===== config.mk =====
export PLATFORM = sky130hd
export DESIGN_NAME = wb_stage
export DESIGN_NICKNAME = d
export VERILOG_FILES = /design/src/rtl/wb_stage_pkg.sv /design/src/rtl/wb_stage_load_align.sv /design/src/rtl/wb_stage.sv
export SDC_FILE = /design/constraint.sdc
export NUM_CORES = 1
export LEC_CHECK = 0
export CAP_MARGIN = 20
export CORE_MARGIN = 1
export CORE_UTILIZATION = 50
export CTS_CLUSTER_DIAMETER = 200
export CTS_CLUSTER_SIZE = 16
export DETAILED_ROUTE_END_ITERATION = 7
export PLACE_DENSITY_LB_ADDON = 0.2
export SLEW_MARGIN = 20
export SYNTH_ARGS = -nofsm -noshare
export SYNTH_HDL_FRONTEND = slang
export SYNTH_SLANG_ARGS = --single-unit

===== constraint.sdc =====
create_clock -name clk -period 3.7 [get_ports clk]
set_input_delay 1.11 -clock clk [delete_from_list [all_inputs] [get_ports clk]]
set_output_delay 1.11 -clock clk [all_outputs]
set_load 0.01 [all_outputs]

===== src/rtl/wb_stage_pkg.sv =====
// rtl/wb_stage_pkg.sv - shared widths, load funct3 codes and state encodings for the write-back stage
package wb_stage_pkg;

   localparam int REG_BUS_W      = 32;
   localparam int REG_ADDR_BUS_W = 5;

   typedef logic [REG_BUS_W-1:0]      reg_bus_t;
   typedef logic [REG_ADDR_BUS_W-1:0] reg_addr_bus_t;

   localparam reg_bus_t ZERO_WORD = '0;

   // RISC-V load funct3 codes; 011, 110 and 111 are not loads
   localparam logic [2:0] F3_LB  = 3'b000;
   localparam logic [2:0] F3_LH  = 3'b001;
   localparam logic [2:0] F3_LW  = 3'b010;
   localparam logic [2:0] F3_LBU = 3'b100;
   localparam logic [2:0] F3_LHU = 3'b101;

   typedef enum logic [1:0] {
      ST_EMPTY  = 2'd0,
      ST_WAIT   = 2'd1,
      ST_RETIRE = 2'd2
   } wb_state_e;

endpackage


===== src/rtl/wb_stage_load_align.sv =====
// rtl/wb_stage_load_align.sv - load data alignment, extension and misalign/illegal detection
module wb_stage_load_align
   import wb_stage_pkg::*;
#(
   parameter int XLEN = REG_BUS_W
) (
   input  logic [2:0]      i_funct3,
   input  logic [1:0]      i_addr,
   input  logic [XLEN-1:0] i_rdata,
   output logic [XLEN-1:0] o_data,
   output logic            o_misalign,
   output logic            o_illegal
);

   logic [7:0]  w_byte;
   logic [15:0] w_half;

   // pick the addressed byte and halfword out of the word-aligned read data
   always_comb begin
      w_byte = i_rdata[7:0];
      case (i_addr)
         2'd0:    w_byte = i_rdata[7:0];
         2'd1:    w_byte = i_rdata[15:8];
         2'd2:    w_byte = i_rdata[23:16];
         default: w_byte = i_rdata[31:24];
      endcase
      w_half = i_addr[1] ? i_rdata[31:16] : i_rdata[15:0];
   end

   // extend according to the load type and flag bad alignment or unknown funct3
   always_comb begin
      o_data     = i_rdata;
      o_misalign = 1'b0;
      o_illegal  = 1'b0;
      case (i_funct3)
         F3_LB:  o_data = {{(XLEN-8){w_byte[7]}}, w_byte};
         F3_LBU: o_data = {{(XLEN-8){1'b0}}, w_byte};
         F3_LH: begin
            o_data     = {{(XLEN-16){w_half[15]}}, w_half};
            o_misalign = i_addr[0];
         end
         F3_LHU: begin
            o_data     = {{(XLEN-16){1'b0}}, w_half};
            o_misalign = i_addr[0];
         end
         F3_LW: begin
            o_data     = i_rdata;
            o_misalign = |i_addr;
         end
         default: o_illegal = 1'b1;
      endcase
   end

endmodule


===== src/rtl/wb_stage.sv =====
// rtl/wb_stage.sv - write-back stage: retires ALU results and aligned load data into the register file
module wb_stage
   import wb_stage_pkg::*;
#(
   parameter int XLEN   = REG_BUS_W,
   parameter int ADDR_W = REG_ADDR_BUS_W
) (
   input  logic              clk,
   input  logic              rst,
   input  logic              rdy,
   input  logic              in_valid,
   output logic              in_ready,
   input  logic              in_rd_we,
   input  logic [ADDR_W-1:0] in_rd_addr,
   input  logic [XLEN-1:0]   in_result,
   input  logic              in_is_load,
   input  logic [2:0]        in_funct3,
   input  logic              dmem_rvalid,
   input  logic [XLEN-1:0]   dmem_rdata,
   output logic              stall_req,
   output logic              rf_we,
   output logic [ADDR_W-1:0] rf_waddr,
   output logic [XLEN-1:0]   rf_wdata,
   output logic              exc_load,
   output logic [63:0]       instret
);

   wb_state_e         r_state;
   wb_state_e         w_state_nxt;
   logic              r_rd_we_ok;
   logic              r_exc;
   logic [ADDR_W-1:0] r_rd_addr;
   logic [XLEN-1:0]   r_wdata;
   logic [2:0]        r_funct3;
   logic [1:0]        r_addr_lo;
   logic [63:0]       r_instret;

   logic              w_accept;
   logic              w_capture;
   logic [2:0]        w_al_funct3;
   logic [1:0]        w_al_addr;
   logic [XLEN-1:0]   w_al_data;
   logic              w_al_misalign;
   logic              w_al_illegal;
   logic              w_exc_in;

   assign in_ready  = (r_state != ST_WAIT) && rdy;
   assign w_accept  = in_valid && in_ready;
   assign w_capture = (r_state == ST_WAIT) && dmem_rvalid;

   // accept never happens in WAIT and capture only happens in WAIT, so one aligner
   // serves both: exception check on the incoming load, data alignment on the response
   assign w_al_funct3 = (r_state == ST_WAIT) ? r_funct3  : in_funct3;
   assign w_al_addr   = (r_state == ST_WAIT) ? r_addr_lo : in_result[1:0];
   assign w_exc_in    = in_is_load && (w_al_misalign || w_al_illegal);

   wb_stage_load_align #(.XLEN(XLEN)) u_load_align (
      .i_funct3   (w_al_funct3),
      .i_addr     (w_al_addr),
      .i_rdata    (dmem_rdata),
      .o_data     (w_al_data),
      .o_misalign (w_al_misalign),
      .o_illegal  (w_al_illegal)
   );

   // state register
   always_ff @(posedge clk) begin
      if (!rst) begin
         r_state <= ST_EMPTY;
      end else begin
         r_state <= w_state_nxt;
      end
   end

   // next state plus the combinational stall and rdy-gated retire strobes
   always_comb begin
      w_state_nxt = r_state;
      stall_req   = 1'b0;
      rf_we       = 1'b0;
      exc_load    = 1'b0;
      case (r_state)
         ST_EMPTY: begin
            if (w_accept) w_state_nxt = in_is_load ? ST_WAIT : ST_RETIRE;
         end
         ST_WAIT: begin
            stall_req = !(dmem_rvalid && rdy);
            if (dmem_rvalid && rdy) w_state_nxt = ST_RETIRE;
         end
         ST_RETIRE: begin
            rf_we    = rdy && r_rd_we_ok;
            exc_load = rdy && r_exc;
            if (rdy) begin
               if (w_accept) w_state_nxt = in_is_load ? ST_WAIT : ST_RETIRE;
               else          w_state_nxt = ST_EMPTY;
            end
         end
         default: w_state_nxt = ST_EMPTY;
      endcase
   end

   // capture instruction fields at accept, load data at response, count retires
   always_ff @(posedge clk) begin
      if (!rst) begin
         r_rd_we_ok <= 1'b0;
         r_exc      <= 1'b0;
         r_rd_addr  <= '0;
         r_wdata    <= '0;
         r_funct3   <= 3'b000;
         r_addr_lo  <= 2'b00;
         r_instret  <= 64'd0;
      end else if (rdy) begin
         if (w_accept) begin
            r_rd_we_ok <= in_rd_we && (|in_rd_addr) && !w_exc_in;
            r_exc      <= w_exc_in;
            r_rd_addr  <= in_rd_addr;
            r_funct3   <= in_funct3;
            r_addr_lo  <= in_result[1:0];
            if (!in_is_load) r_wdata <= in_result;
         end else if (w_capture) begin
            r_wdata <= w_al_data;
         end
         // bump on the edge entering RETIRE so the count already covers the retiring instruction
         if (w_state_nxt == ST_RETIRE) r_instret <= r_instret + 64'd1;
      end
   end

   assign rf_waddr = r_rd_addr;
   assign rf_wdata = r_wdata;
   assign instret  = r_instret;

endmodule


==> metrics.log <==
[metrics] die footprint: 0.0118 mm²
[metrics] Initial Utilization: 0.519
[metrics] reg2reg path depth: 7
[metrics] number of violations reported at the end of detailed-routing iteration 0: between 500 and 600
[metrics] final cycle utilization of the critical path: 0.980
[metrics] area occupied by multi-input gates: 0.00329 mm²
[metrics] post-synthesis sequential area ratio: 0.386
[metrics] first-pass iteration count of the detailed router: 8
[metrics] cell area power density: roughly 330 mW/mm²
[metrics] startpoint of the lowest-slack register-to-register path: r_state[0]
[metrics] Net Switching: 0.649 mW
[metrics] maximum clock skew at final layout: roughly 0.0066 ns
[metrics] Post-Place Worst Slack: 0.0430 ns
[metrics] worst slew pin tran: ~0.95 ns
[metrics] hold crit path type: flip-flop to flip-flop
[metrics] Main synth FF type: dfxtp_1
[metrics] number of buffers inserted during clock tree synthesis: 9
[metrics] area occupied by registers: 0.00220 mm²
[metrics] final net count: 959
[metrics] sort of element at the end of the critical path: output port
[metrics] Synth warnings: 0
[metrics] minimum clock period after layout: approximately 3.6 ns
[metrics] reg-to-reg critical path endpoint: rf_wdata[28]
[metrics] beginning of the critical path: rdy
[metrics] ys async rst share: 0
[metrics] clock buffer depth: 2
[metrics] result of the run: finished, final reports clean
[metrics] switching share of total power: 0.249
[metrics] Inst Count DP: 1008
[metrics] Die Height: approximately 110 µm
[metrics] setup slack of the most critical reg-to-reg path: 1.09 ns
[metrics] buffers added on ports: 183
[metrics] Antenna Nets Post-Route: 0
[metrics] post-cts hold buffer count: 0
[metrics] count of endpoints failing hold in the final timing report: 0
[metrics] remaining max-slew budget at the tightest pin: 0.359
[metrics] post-synthesis instance area: around 0.0057 mm²
[metrics] Clock H-tree levels: 3
[metrics] vias per inst: 5.89
[metrics] DIE WIDTH: 109 µm
[metrics] layout cell share with drive strength beyond 1: 0.0679
[metrics] library cells used by synthesis: 61
[metrics] maximum number of pins on one net before global-route repair: 80
[metrics] root buffer cell: clkbuf_16
[metrics] Worst Hold Slack: 0.460 ns
[metrics] fin cells: between 1000 and 1500
[metrics] worst-path fanout max: 3
[metrics] clk slew on worst S/H paths: ~0.07 ns
[metrics] total congestion overflow after global routing: 0
[metrics] Hold Path Origin: rf_waddr[2]
[metrics] cell family with most CP delay: buffers and inverters
[metrics] number of pins with negative max-slew slack in the final report: 0
[metrics] capture endpoint of the worst hold path: rf_waddr[2]
[metrics] Net Count, Synth: 785
[metrics] number of rows created at floorplan: 38
[metrics] Area growth syn-to-layout: 40.4%
[metrics] clock network latency to the later pin of the worst-skew pair: approximately 0.34 ns
[metrics] number of global-route vias before repair: about 5600
[metrics] power share of the clock group: 0.382
[metrics] drt total wl: between 15000 and 20000 µm
[metrics] routed len/inst: 17.4 µm
[metrics] total design power: 2.61 mW
[metrics] Critical Path, Cell by Cell: clkdlybuf4s50_1 -> inv_1 -> nor2_2 -> and3_1 -> clkdlybuf4s50_1
[metrics] fmax: about 0.28 GHz
[metrics] final-layout setup total negative slack: 0 ns
[metrics] Post-Synthesis Mean Instance Area: about 8.1 µm²
[metrics] synthesized instance count: approximately 700
[metrics] final setup margin: 0.0727 ns
[metrics] initial antenna violation count: 0
[metrics] critical path's most frequent cell: clkdlybuf4s50_1
[metrics] combinational fraction of design power: 0.148
[metrics] area inside the core boundary: 0.0110 mm²
[metrics] cell depth of the worst min-delay path: 2
[metrics] Routability Congestion: 0.877
[metrics] buffers plus inverters on the worst setup path: 3
[metrics] # fillers: between 800 and 900
[metrics] Setup crit start kind: input pin
[metrics] type of the setup path with the least slack: input pin to output port
[metrics] number of diodes added for antenna fixing: 0
[metrics] delay of the slowest cell on the worst path: 0.53 ns
[metrics] via count: 6027
[metrics] Seq pwr share: 0.470
[metrics] clock net sink count: 110
[metrics] Post-synth EDFFs: 0
[metrics] signal arrival time at the worst endpoint: 2.52 ns
[metrics] Boundary Pins: 184
[metrics] max capacitance violation total: 0
[metrics] Internal: 1.96 mW
[metrics] number of design rule violations left after detail routing: 0
[metrics] largest voltage drop on the vdd net: 0.236 mV
[metrics] leakage power: 2.83 nW
[metrics] GR Util All Layers: 0.295
[metrics] wire length of the first global-routing pass: 27400 µm
[metrics] hpwl dp: 13000 µm
[metrics] # setup viols final: 0
[metrics] WP data required: approximately 2.6 ns
[metrics] CTS tree: done
[metrics] Crit-path slowest cell: clkdlybuf4s50_1
[metrics] post-synthesis register bit count: 110
-- cells in the final DEF, fill, tap and decap left out, types with 9 or more instances in the layout --
cell type / Yosys / final
clkdlybuf4s50_1: 0 / 182
dfxtp_1: 110 / 110
nand2_1: 106 / 106
nor2_1: 71 / 69
xnor2_1: 37 / 37
a21oi_1: 35 / 35
o21ai_0: 34 / 34
nand3_1: 33 / 32
a31oi_1: 19 / 19
buf_4: 2 / 19
xor2_1: 18 / 18
nor3_1: 17 / 17
a22o_1: 17 / 17
and3_1: 15 / 15
nor4_1: 14 / 14
nand4_1: 13 / 13
inv_1: 12 / 12
mux2i_1: 11 / 11
and4_1: 10 / 10
or3_1: 9 / 9
o22ai_1: 9 / 9
clkbuf_16: 0 / 9
-- flip-flops by register name, summed over array words and instances (netlist names) --
register,count
r_rd_we_ok,1
r_exc,1
rf_waddr,5
instret,64
r_state,2
rf_wdata,32
r_funct3,3
r_addr_lo,2
-- power by group through the flow --
stage / clock (mW) / combinational, mW / sequential [mW]
4_1_cts: 1.00 / 0.382 / 1.23
3_3_place_gp: 0 / 0.371 / 1.25
2_1_floorplan: 0 / 0.177 / 1.26
5_1_grt: 1.05 / 0.414 / 1.23
6_report: 0.996 / 0.387 / 1.23
3_5_place_dp: 0 / 0.379 / 1.25
-- routing by layer --
| metal | GRT usage | part of all wire | vias to the layer above |
|---|---|---|---|
| li1 | - | - | 2889 |
| met1 | 0.375 | 0.42 | 2845 |
| met2 | 0.492 | 0.48 | 256 |
| met3 | 0.0400 | 0.074 | 37 |
| met4 | 0.142 | 0.034 | 0 |
| met5 | 0 | 0 | - |
-- area by class of cell --
type | instances | area share
inverters | 13 | 0.00609
clock inverters | 4 | 0.00672
flip-flops and latches | 110 | 0.275
well taps | 140 | 0.0219
multi-input cells | 543 | 0.411
repair buffers | 202 | 0.247
clock buffers | 12 | 0.0320
-- cells in the mapped netlist (6+ instances only) --
cell        n  area share
mux2i_1    11       0.019
nor4_1     14       0.015
a31oi_1    19       0.021
nand4_1    13       0.014
inv_1      12      0.0079
nand3_1    33       0.029
o221a_2     7       0.014
and2_1      6      0.0066
a21oi_1    35       0.031
o311ai_0    7       0.011
and4_1     10       0.015
clkbuf_1   29       0.019
xor2_1     18       0.028
o21ai_0    34       0.030
dfxtp_1   110        0.39
nand2_1   106       0.070
o22ai_1     9      0.0099
and3_1     15       0.016
nor2_1     71       0.047
xnor2_1    37       0.057
a22o_1     17       0.026
nor2b_1     6      0.0066
or3_1       9      0.0099
nor3_1     17       0.015
-- timing repair --
action | in CTS | in global routing
setup buffers | 0 | 0
resized for setup | 0 | 2
setup endpoints to repair | 0 | 2
-- worst max path at each step --
| stage | cells after the start | slack, ns | end |
|---|---|---|---|
| finish | 5 | 0.07 | exc_load |
| global route | 5 | -0.01 | exc_load |
| CTS | 5 | 0.03 | exc_load |
| detailed placement | 5 | 0.04 | exc_load |
| global placement | 5 | 0.04 | exc_load |
| floorplan | 7 | 0.84 | rf_wdata[20] |
-- through the flow --
| stage | area, µm² | utilization |
|---|---|---|
| 2_1_floorplan | 5700 | - |
| 3_3_place_gp | 7690 | 0.700 |
| 3_5_place_dp | 7690 | 0.700 |
| 4_1_cts | 8000 | 0.729 |
| 5_1_grt | 8010 | 0.729 |
| 6_report | 8010 | 0.729 |
-- cells by family after synthesis --
group / after synthesis / share of synthesized area
compound gates: 151 / 0.180
xor+xnor: 55 / 0.0845
fa+ha+maj: 1 / 0.00219
simple gates: 323 / 0.286
buf+inv: 52 / 0.0380
flops: 110 / 0.386
mux: 13 / 0.0233
-- worst min-delay path, stage by stage (launching register included) --
cell and delay (ns):
dfxtp_1 0.31, nand2_1 0.05, a21oi_1 0.05
(Power assumes the default switching activity.)
